File: src/rtl/lieat_idu_dispq_if.sv
// ----------------------------------------------------------------------------
// lieat_idu_dispq_if
//   Bundles the decode-side enqueue handshake, the per-channel dispatch
//   handshake, and the occupancy and stall monitor outputs of the dispatch queue.
//   master : decode / execution-channel side (drives valid, chan, payload,
//            condition, flush, disp_ready)
//   slave  : the dispatch queue itself
// ----------------------------------------------------------------------------
interface lieat_idu_dispq_if #(
  parameter int DEPTH = 4,
  parameter int NCH   = 3,
  parameter int PLW   = 32,
  parameter int CNTW  = 16
);
  localparam int CW = $clog2(DEPTH) + 1;

  logic            id_i_valid;
  logic            id_i_ready;
  logic [NCH-1:0]  id_i_chan;
  logic [PLW-1:0]  id_i_payload;
  logic            disp_condition;
  logic            flush_req;
  logic [NCH-1:0]  disp_valid;
  logic [NCH-1:0]  disp_ready;
  logic [PLW-1:0]  disp_payload;
  logic            longi_disp;
  logic [CW-1:0]   disp_count;
  logic [CNTW-1:0] disp_stall_cnt;

  modport master (
    output id_i_valid, id_i_chan, id_i_payload, disp_condition, flush_req, disp_ready,
    input  id_i_ready, disp_valid, disp_payload, longi_disp, disp_count, disp_stall_cnt
  );

  modport slave (
    input  id_i_valid, id_i_chan, id_i_payload, disp_condition, flush_req, disp_ready,
    output id_i_ready, disp_valid, disp_payload, longi_disp, disp_count, disp_stall_cnt
  );
endinterface

File: src/rtl/lieat_idu_dispq.sv
// ----------------------------------------------------------------------------
// lieat_idu_dispq
//   DEPTH-entry in-order dispatch FIFO between decode and NCH execution
//   channels. Each entry holds a one-hot channel select and a payload. The head
//   entry is offered to its channel when disp_condition is high. Flush empties
//   the queue. A saturating counter records the cycles in which a non-empty
//   queue fails to dispatch.
//   Ports:
//     clk   - clock
//     rstn  - synchronous active-low reset
//     bus   - slave side of lieat_idu_dispq_if (enqueue, dispatch, monitor)
// ----------------------------------------------------------------------------
module lieat_idu_dispq #(
  parameter int             DEPTH      = 4,
  parameter int             NCH        = 3,
  parameter int             PLW        = 32,
  parameter logic [NCH-1:0] LONGI_MASK = 3'b110,
  parameter int             CNTW       = 16
) (
  input  logic              clk,
  input  logic              rstn,
  lieat_idu_dispq_if.slave  bus
);
  localparam int AW = $clog2(DEPTH);
  localparam int CW = AW + 1;
  localparam logic [CW-1:0] FULL = CW'(DEPTH);

  logic [DEPTH-1:0][NCH-1:0] r_chan;
  logic [DEPTH-1:0][PLW-1:0] r_pay;
  logic [AW-1:0]             r_wr_ptr, r_rd_ptr;
  logic [CW-1:0]             r_count;
  logic [CNTW-1:0]           r_stall;

  logic                      w_hv, w_deq, w_enq, w_ready;
  logic [NCH-1:0]            w_disp_valid, w_hs;

  // Head is offered only when the queue holds something, the hazard check
  // clears, and no flush is in progress.
  assign w_hv         = (r_count != '0) & bus.disp_condition & ~bus.flush_req;
  assign w_disp_valid = w_hv ? r_chan[r_rd_ptr] : '0;
  assign w_hs         = w_disp_valid & bus.disp_ready;
  assign w_deq        = |w_hs;
  // A full queue still accepts when the head leaves in the same cycle. The
  // ready signal depends on state and dispatch only, never on id_i_valid.
  assign w_ready      = ~bus.flush_req & ((r_count != FULL) | w_deq);
  assign w_enq        = bus.id_i_valid & w_ready;

  assign bus.id_i_ready     = w_ready;
  assign bus.disp_valid     = w_disp_valid;
  assign bus.disp_payload   = r_pay[r_rd_ptr];
  assign bus.longi_disp     = |(w_hs & LONGI_MASK);
  assign bus.disp_count     = r_count;
  assign bus.disp_stall_cnt = r_stall;

  // Entry storage needs no reset because the pointers and count decide which
  // entries are live. w_enq is already low during a flush.
  always_ff @(posedge clk) begin
    if (w_enq) begin
      r_chan[r_wr_ptr] <= bus.id_i_chan;
      r_pay[r_wr_ptr]  <= bus.id_i_payload;
    end
  end

  // Pointers wrap naturally because DEPTH is a power of two.
  always_ff @(posedge clk) begin
    if (!rstn) begin
      r_wr_ptr <= '0;
      r_rd_ptr <= '0;
      r_count  <= '0;
    end else if (bus.flush_req) begin
      r_wr_ptr <= '0;
      r_rd_ptr <= '0;
      r_count  <= '0;
    end else begin
      if (w_enq) r_wr_ptr <= r_wr_ptr + 1'b1;
      if (w_deq) r_rd_ptr <= r_rd_ptr + 1'b1;
      r_count <= r_count + CW'(w_enq) - CW'(w_deq);
    end
  end

  // A blocked head is either a hazard (condition low) or a busy channel. Flush
  // does not clear this counter, so it survives across pipeline flushes.
  always_ff @(posedge clk) begin
    if (!rstn)
      r_stall <= '0;
    else if ((r_count != '0) & ~bus.flush_req & ~w_deq & (r_stall != '1))
      r_stall <= r_stall + 1'b1;
  end
endmodule

File: src/flat_wrapper.sv
// flat-port wrapper written by rule: the top's interface ports become plain ports
module lieat_idu_dispq_flat 
#(
  parameter int             DEPTH      = 4,
  parameter int             NCH        = 3,
  parameter int             PLW        = 32,
  parameter logic [NCH-1:0] LONGI_MASK = 3'b110,
  parameter int             CNTW       = 16
)
  (clk, rstn, bus_id_i_valid, bus_id_i_chan, bus_id_i_payload, bus_disp_condition, bus_flush_req, bus_disp_ready, bus_id_i_ready, bus_disp_valid, bus_disp_payload, bus_longi_disp, bus_disp_count, bus_disp_stall_cnt);
  lieat_idu_dispq_if #(.DEPTH(DEPTH), .NCH(NCH), .PLW(PLW), .CNTW(CNTW)) bus_i ();
  input  logic clk;
  input  logic rstn;
  input wire logic [$bits(bus_i.id_i_valid)-1:0] bus_id_i_valid;
  input wire logic [$bits(bus_i.id_i_chan)-1:0] bus_id_i_chan;
  input wire logic [$bits(bus_i.id_i_payload)-1:0] bus_id_i_payload;
  input wire logic [$bits(bus_i.disp_condition)-1:0] bus_disp_condition;
  input wire logic [$bits(bus_i.flush_req)-1:0] bus_flush_req;
  input wire logic [$bits(bus_i.disp_ready)-1:0] bus_disp_ready;
  output wire logic [$bits(bus_i.id_i_ready)-1:0] bus_id_i_ready;
  output wire logic [$bits(bus_i.disp_valid)-1:0] bus_disp_valid;
  output wire logic [$bits(bus_i.disp_payload)-1:0] bus_disp_payload;
  output wire logic [$bits(bus_i.longi_disp)-1:0] bus_longi_disp;
  output wire logic [$bits(bus_i.disp_count)-1:0] bus_disp_count;
  output wire logic [$bits(bus_i.disp_stall_cnt)-1:0] bus_disp_stall_cnt;
  assign bus_i.id_i_valid = bus_id_i_valid;
  assign bus_i.id_i_chan = bus_id_i_chan;
  assign bus_i.id_i_payload = bus_id_i_payload;
  assign bus_i.disp_condition = bus_disp_condition;
  assign bus_i.flush_req = bus_flush_req;
  assign bus_i.disp_ready = bus_disp_ready;
  assign bus_id_i_ready = bus_i.id_i_ready;
  assign bus_disp_valid = bus_i.disp_valid;
  assign bus_disp_payload = bus_i.disp_payload;
  assign bus_longi_disp = bus_i.longi_disp;
  assign bus_disp_count = bus_i.disp_count;
  assign bus_disp_stall_cnt = bus_i.disp_stall_cnt;
  lieat_idu_dispq #(.DEPTH(DEPTH), .NCH(NCH), .PLW(PLW), .LONGI_MASK(LONGI_MASK), .CNTW(CNTW)) u_core (.clk(clk), .rstn(rstn), .bus(bus_i));
endmodule
File: config.mk
export PLATFORM = sky130hd
export DESIGN_NAME = lieat_idu_dispq_flat
export DESIGN_NICKNAME = d
export VERILOG_FILES = /design/src/rtl/lieat_idu_dispq_if.sv /design/src/rtl/lieat_idu_dispq.sv /design/src/flat_wrapper.sv
export SDC_FILE = /design/constraint.sdc
export NUM_CORES = 1
export LEC_CHECK = 0
export CAP_MARGIN = 20
export CELL_PAD_IN_SITES_DETAIL_PLACEMENT = 0
export CELL_PAD_IN_SITES_GLOBAL_PLACEMENT = 2
export CORE_UTILIZATION = 43
export DETAILED_ROUTE_END_ITERATION = 7
export GPL_ROUTABILITY_DRIVEN = 0
export GPL_TIMING_DRIVEN = 0
export PLACE_DENSITY = 0.93
export SYNTH_ARGS = -nofsm -noshare
export SYNTH_HDL_FRONTEND = slang
export SYNTH_SLANG_ARGS = --single-unit
File: constraint.sdc
create_clock -name clk -period 4.7 [get_ports clk]
set_input_delay 0.94 -clock clk [delete_from_list [all_inputs] [get_ports clk]]
set_output_delay 0.94 -clock clk [all_outputs]
set_load 0.005 [all_outputs]
======== Word-level counts from Yosys, hierarchy flattened ========
Index checks and enable logic that the tools add are counted.
cells by class
  $add $sub $neg .......................... 5
  order comparisons ....................... 3
  equal/unequal tests ..................... 2
  muxes and demuxes ....................... 11
  bitwise operators ....................... 12
  reductions and logical operators ........ 5
operators with widths
  cell                                                               number
  bitwise mux 128 bit                                                1
  binary-select mux 32 bit (select 2 bit)                            1
  demux 32 bit (select 2 bit)                                        1
  two-way mux 32 bit                                                 2
  adder 16 x 1 -> 16 bit, second input constant                      1
  inequality test 16 bit, second input constant                      1
  bitwise mux 12 bit                                                 1
  two-way mux 3 bit                                                  3
  bitwise AND 1 bit                                                  7
  binary-select mux 3 bit (select 2 bit)                             1
  demux 3 bit (select 2 bit)                                         1
  less-than comparator 2 x 3 -> 1 bit, second input constant         2
  adder 2 x 1 -> 2 bit, second input constant                        2
  OR reduction 2 bit                                                 2
  adder 3 x 1 -> 3 bit                                               1
  bitwise AND 3 bit                                                  1
  inequality test 3 bit, second input constant                       1
  inverter 1 bit                                                     3
  nonzero test 3 bit                                                 1
  OR reduction 3 bit                                                 1
  subtractor 3 x 1 -> 3 bit                                          1
  greater-or-equal comparator 2 x 1 -> 1 bit, second input constant  1
  logical AND 1 bit                                                  1
  OR 1 bit                                                           1
storage, ports and cells
  flip-flop bits (word level) ............. 163
  bits of input ports ..................... 43
  output and inout port bits .............. 56
  word-level logic and storage cells ...... 50

======== Longest topological paths before layout ========
  depth after elaboration ................. 11
  mapped depth ............................ 13
  gate-level depth less buffers ........... 10

======== Worst setup path before layout ========
OpenSTA, ideal clock, no wires.
  path kind ............................... in2reg
  from .................................... input port bus_disp_condition
  to ...................................... register u_core.r_chan[0] (netlist name), enable pin
  library setup time ...................... 0.396 ns
  arrival time ............................ 2.628 ns
  required time ........................... 4.304 ns
  slack ................................... 1.677 ns
  cell stages on the path ................. 5
  buffers on the path ..................... 0
  cell sequence ........................... nor2b_1 > and3_4 > o2bb2ai_4 > o211a_1 > and2_1
between the ends
  cells in the longest elaborated chain, start to end .. 8
RTL lines
  element                          RTL line               text
  start: declaration               flat_wrapper.sv:17     input wire logic [$bits(bus_i.disp_condition)-1:0] bus_disp_condition;
  bitwise AND 1 bit (2 in series)  lieat_idu_dispq.sv:39  assign w_hv = (r_count != '0) & bus.disp_condition & ~bus.flush_req;
  two-way mux 3 bit                lieat_idu_dispq.sv:40  assign w_disp_valid = w_hv ? r_chan[r_rd_ptr] : '0;
  named net bus_disp_valid[0]      flat_wrapper.sv:21     output wire logic [$bits(bus_i.disp_valid)-1:0] bus_disp_valid;
  bitwise AND 3 bit                lieat_idu_dispq.sv:41  assign w_hs = w_disp_valid & bus.disp_ready;
  OR reduction 3 bit               lieat_idu_dispq.sv:42  assign w_deq = |w_hs;
  OR 1 bit                         lieat_idu_dispq.sv:45  assign w_ready = ~bus.flush_req & ((r_count != FULL) | w_deq);
  bitwise AND 1 bit                lieat_idu_dispq.sv:45
  bitwise AND 1 bit                lieat_idu_dispq.sv:46  assign w_enq = bus.id_i_valid & w_ready;
  end signal: indexed assignment   lieat_idu_dispq.sv:59  r_chan[r_wr_ptr] <= bus.id_i_chan;
  end: declaration                 lieat_idu_dispq.sv:28  logic [DEPTH-1:0][NCH-1:0] r_chan;
The timed path passes the listed nets, and every way through them passes these cells.
A chain may end at the register's enable or synchronous reset.

======== Final worst setup path ========
  from .................................... input port bus_flush_req
  to ...................................... output port bus_id_i_ready
between the ends
  cells in the longest elaborated chain, start to end .. 7
RTL lines
  element              RTL line                                      text
  start: declaration   flat_wrapper.sv:18                            input wire logic [$bits(bus_i.flush_req)-1:0] bus_flush_req;
  inverter 1 bit *     lieat_idu_dispq.sv:39, lieat_idu_dispq.sv:45
  bitwise AND 1 bit    lieat_idu_dispq.sv:39
  two-way mux 3 bit    lieat_idu_dispq.sv:40
  bitwise AND 3 bit    lieat_idu_dispq.sv:41
  OR reduction 3 bit   lieat_idu_dispq.sv:42
  OR 1 bit             lieat_idu_dispq.sv:45
  bitwise AND 1 bit *  lieat_idu_dispq.sv:45
  end: declaration     flat_wrapper.sv:20                            output wire logic [$bits(bus_i.id_i_ready)-1:0] bus_id_i_ready;
Mark *: on every way between the ends. The rest lies on a longest branch, timed or not.

==> impl_metrics.json <==
{
  "wl_per_cell_um": 18.6,
  "hold_violations": 0,
  "min_delay_path_depth": 2,
  "post-cts-setup-buffers": 0,
  "start_util_pct": 44.0,
  "worst_pin_slew_ns": 0.846,
  "wl_met3_um": 814,
  "reg2reg_depth": 13,
  "antenna_found_initial": 0,
  "cp.required_ns": 3.76,
  "drtPass1Iterations": 4,
  "slew-limit-headroom_pct": 43.6,
  "critical_path_class": "input pin to output port",
  "routed-via-count": 3549,
  "cellPowerDensity_mw_per_mm2": 384,
  "drtIter0Drc": 176,
  "cp-startpoint": "bus_flush_req",
  "syn-num-nets": 394,
  "clk_latency_ns": 0.42,
  "die_w_um": 124,
  "die_h_um": 124,
  "nets": 515,
  "ant_nets": 0,
  "grt_pass1_wl_mm": 19.3,
  "overflow": 0,
  "max_freq_mhz": 235,
  "rr_startpoint": "u_core.r_rd_ptr[1]",
  "die_area_mm2": 0.0154,
  "num_rows": 44,
  "setup_viol": 0,
  "status": "finished, final reports clean",
  "clock_sinks": 163,
  "min_from": "u_core.bus.disp_stall_cnt[11]",
  "cp_data_arrival_time_ns": 3.32,
  "cts_buffer_depth": 2,
  "first_global_vias": 3763,
  "r2r_slack_ns": 1.40,
  "cts_root_buffer": "clkbuf_16",
  "synth-async-reset-ratio_pct": 0,
  "drt-met1-wl_mm": 5.14,
  "numCtsBuffers": 17,
  "dp_hpwl_mm": 8.12,
  "yosysWarningCount": 0,
  "cp_max_fo": 10,
  "synth_enable_flop_cells": 140,
  "slew_viol_final": 0,
  "final_cell_mix": "edfxtp_1 (140), clkdlybuf4s50_1 (98), mux4_2 (34)",
  "htreeDepth": 4,
  "synth-seq-cells": 163,
  "yosysSeqAreaShare_pct": 73.0,
  "avgSynthCellArea_um2": 18.6,
  "vdd_drop_max_v": 0.000289,
  "syn-cell-area_mm2": 0.00639,
  "clk_pin_slew_worst_paths_ns": 0.07,
  "final_common_cell": "edfxtp_1",
  "min_path_type": "flip-flop to flip-flop",
  "synth_cell_type_count": 42,
  "final_core_util_pct": 57.3,
  "vias_per_cell": 5.37,
  "syn_inst": 343,
  "core_mm2": 0.0145,
  "grtUsageTotal_pct": 17.7,
  "r2r_end": "u_core.bus.disp_count[2]",
  "drv_cap": 0,
  "power_w": 0.00320,
  "diodes": 0,
  "synth-main-ff-cell": "edfxtp_1",
  "setup_tns_ns": 0,
  "tritoncts": "yes",
  "cts.repair.resized": 0,
  "start_kind": "input pin",
  "rsz0062_at_grt": "no",
  "holdBufCountCts": 0,
  "drc": 0,
  "area_growth_pct": 30.3,
  "drive_gt1_share_pct": 17.8,
  "wirelength_mm": 12.3,
  "grt_max_degree": 30,
  "period_minus_slack_ns": 4.26,
  "period_share_pct": 90.7,
  "dr.max_layer_used": "met4",
  "numPortBuffers": 98,
  "met2_length_mm": 6.23,
  "final.setup_skew_ns": 0.0109,
  "end_kind": "output port",
  "ios": 99,
  "leakage_nw": 2.67,
  "crit_path_end": "bus_id_i_ready"
}
## power by group
part / internal, W / switching [W]
clock network: 0.000865 / 0.000596
logic: 0.0000833 / 0.0000604
registers: 0.00159 / 0.00000621
## worst max-delay path, cell delays in order
cell,delay [ns]
clkdlybuf4s50_1,0.57
nor2b_1,0.28
and3_4,0.25
o2bb2ai_4,0.15
buf_6,0.18
buf_2,0.25
nor2_1,0.08
nor2_1,0.11
clkdlybuf4s50_1,0.51
## cell type report
cell class                      instances  area (um^2)
Inverter                               11         41.3
Timing Repair Buffer                  102         1060
Multi-Input combinational cell        156         1630
Tap cell                              184          230
Sequential cell                       163         4660
Clock buffer                           17          425
Buffer                                 13         66.3
Clock inverter                         15          214
Fill cell                            1105         6210
## logic make-up after synthesis
| group | after synthesis | synth area share, % |
|---|---|---|
| DFF | 163 | 73.0 |
| and+or+nand+nor | 74 | 6.38 |
| muxes | 40 | 13.2 |
| AOI/OAI and AO/OA | 31 | 3.68 |
| buffers and inverters | 24 | 1.68 |
| adders and majority gates | 8 | 1.68 |
| xor gates and xnor gates | 3 | 0.411 |
## per-layer routing
metal	track usage (%)	up-vias
met1	21.1	1789
li1	-	1635
met3	6.59	14
met5	0	-
met4	6.03	0
met2	29.4	111
## flip-flops by register name (all words and copies together) (netlist names)
signal,cells
u_core.r_rd_ptr,2
u_core.r_wr_ptr,2
u_core.bus.disp_count,3
u_core.bus.disp_stall_cnt,16
u_core.r_chan,12
u_core.r_pay,128
## stage by stage
step                      cell area (um^2)  instances  setup WS (ns)  hold WS, ns
after floorplan                       6390        343           1.68        0.468
after global placement                7600        625          0.200        0.470
after detailed placement              7690        629          0.399        0.495
after CTS                             8330        661          0.390        0.504
after global routing                  8330        661          0.271        0.524
final                                 8330        661          0.437        0.497
## Yosys cell counts, types with 4 or more instances
cell type / n / area (um^2)
edfxtp_1: 140 / 4200
mux4_2: 34 / 766
dfxtp_1: 23 / 460
nand2_1: 19 / 71.3
a21oi_1: 12 / 60.1
inv_1: 11 / 41.3
nor2_1: 11 / 41.3
o31ai_1: 9 / 67.6
or4_1: 9 / 67.6
ha_1: 7 / 87.6
and3_1: 6 / 37.5
clkbuf_1: 6 / 22.5
nand3_1: 6 / 30.0
and2_1: 4 / 25.0
mux2i_1: 4 / 40.0
## worst min path at each step
stage,end
global placement,u_core.bus.disp_stall_cnt[11]
detailed placement,u_core.bus.disp_stall_cnt[11]
CTS,u_core.bus.disp_stall_cnt[11]
finish,u_core.bus.disp_stall_cnt[11]
floorplan,u_core.r_wr_ptr[1]
global route,u_core.bus.disp_stall_cnt[11]
No activity file was read; power rests on OpenSTA's default activity.
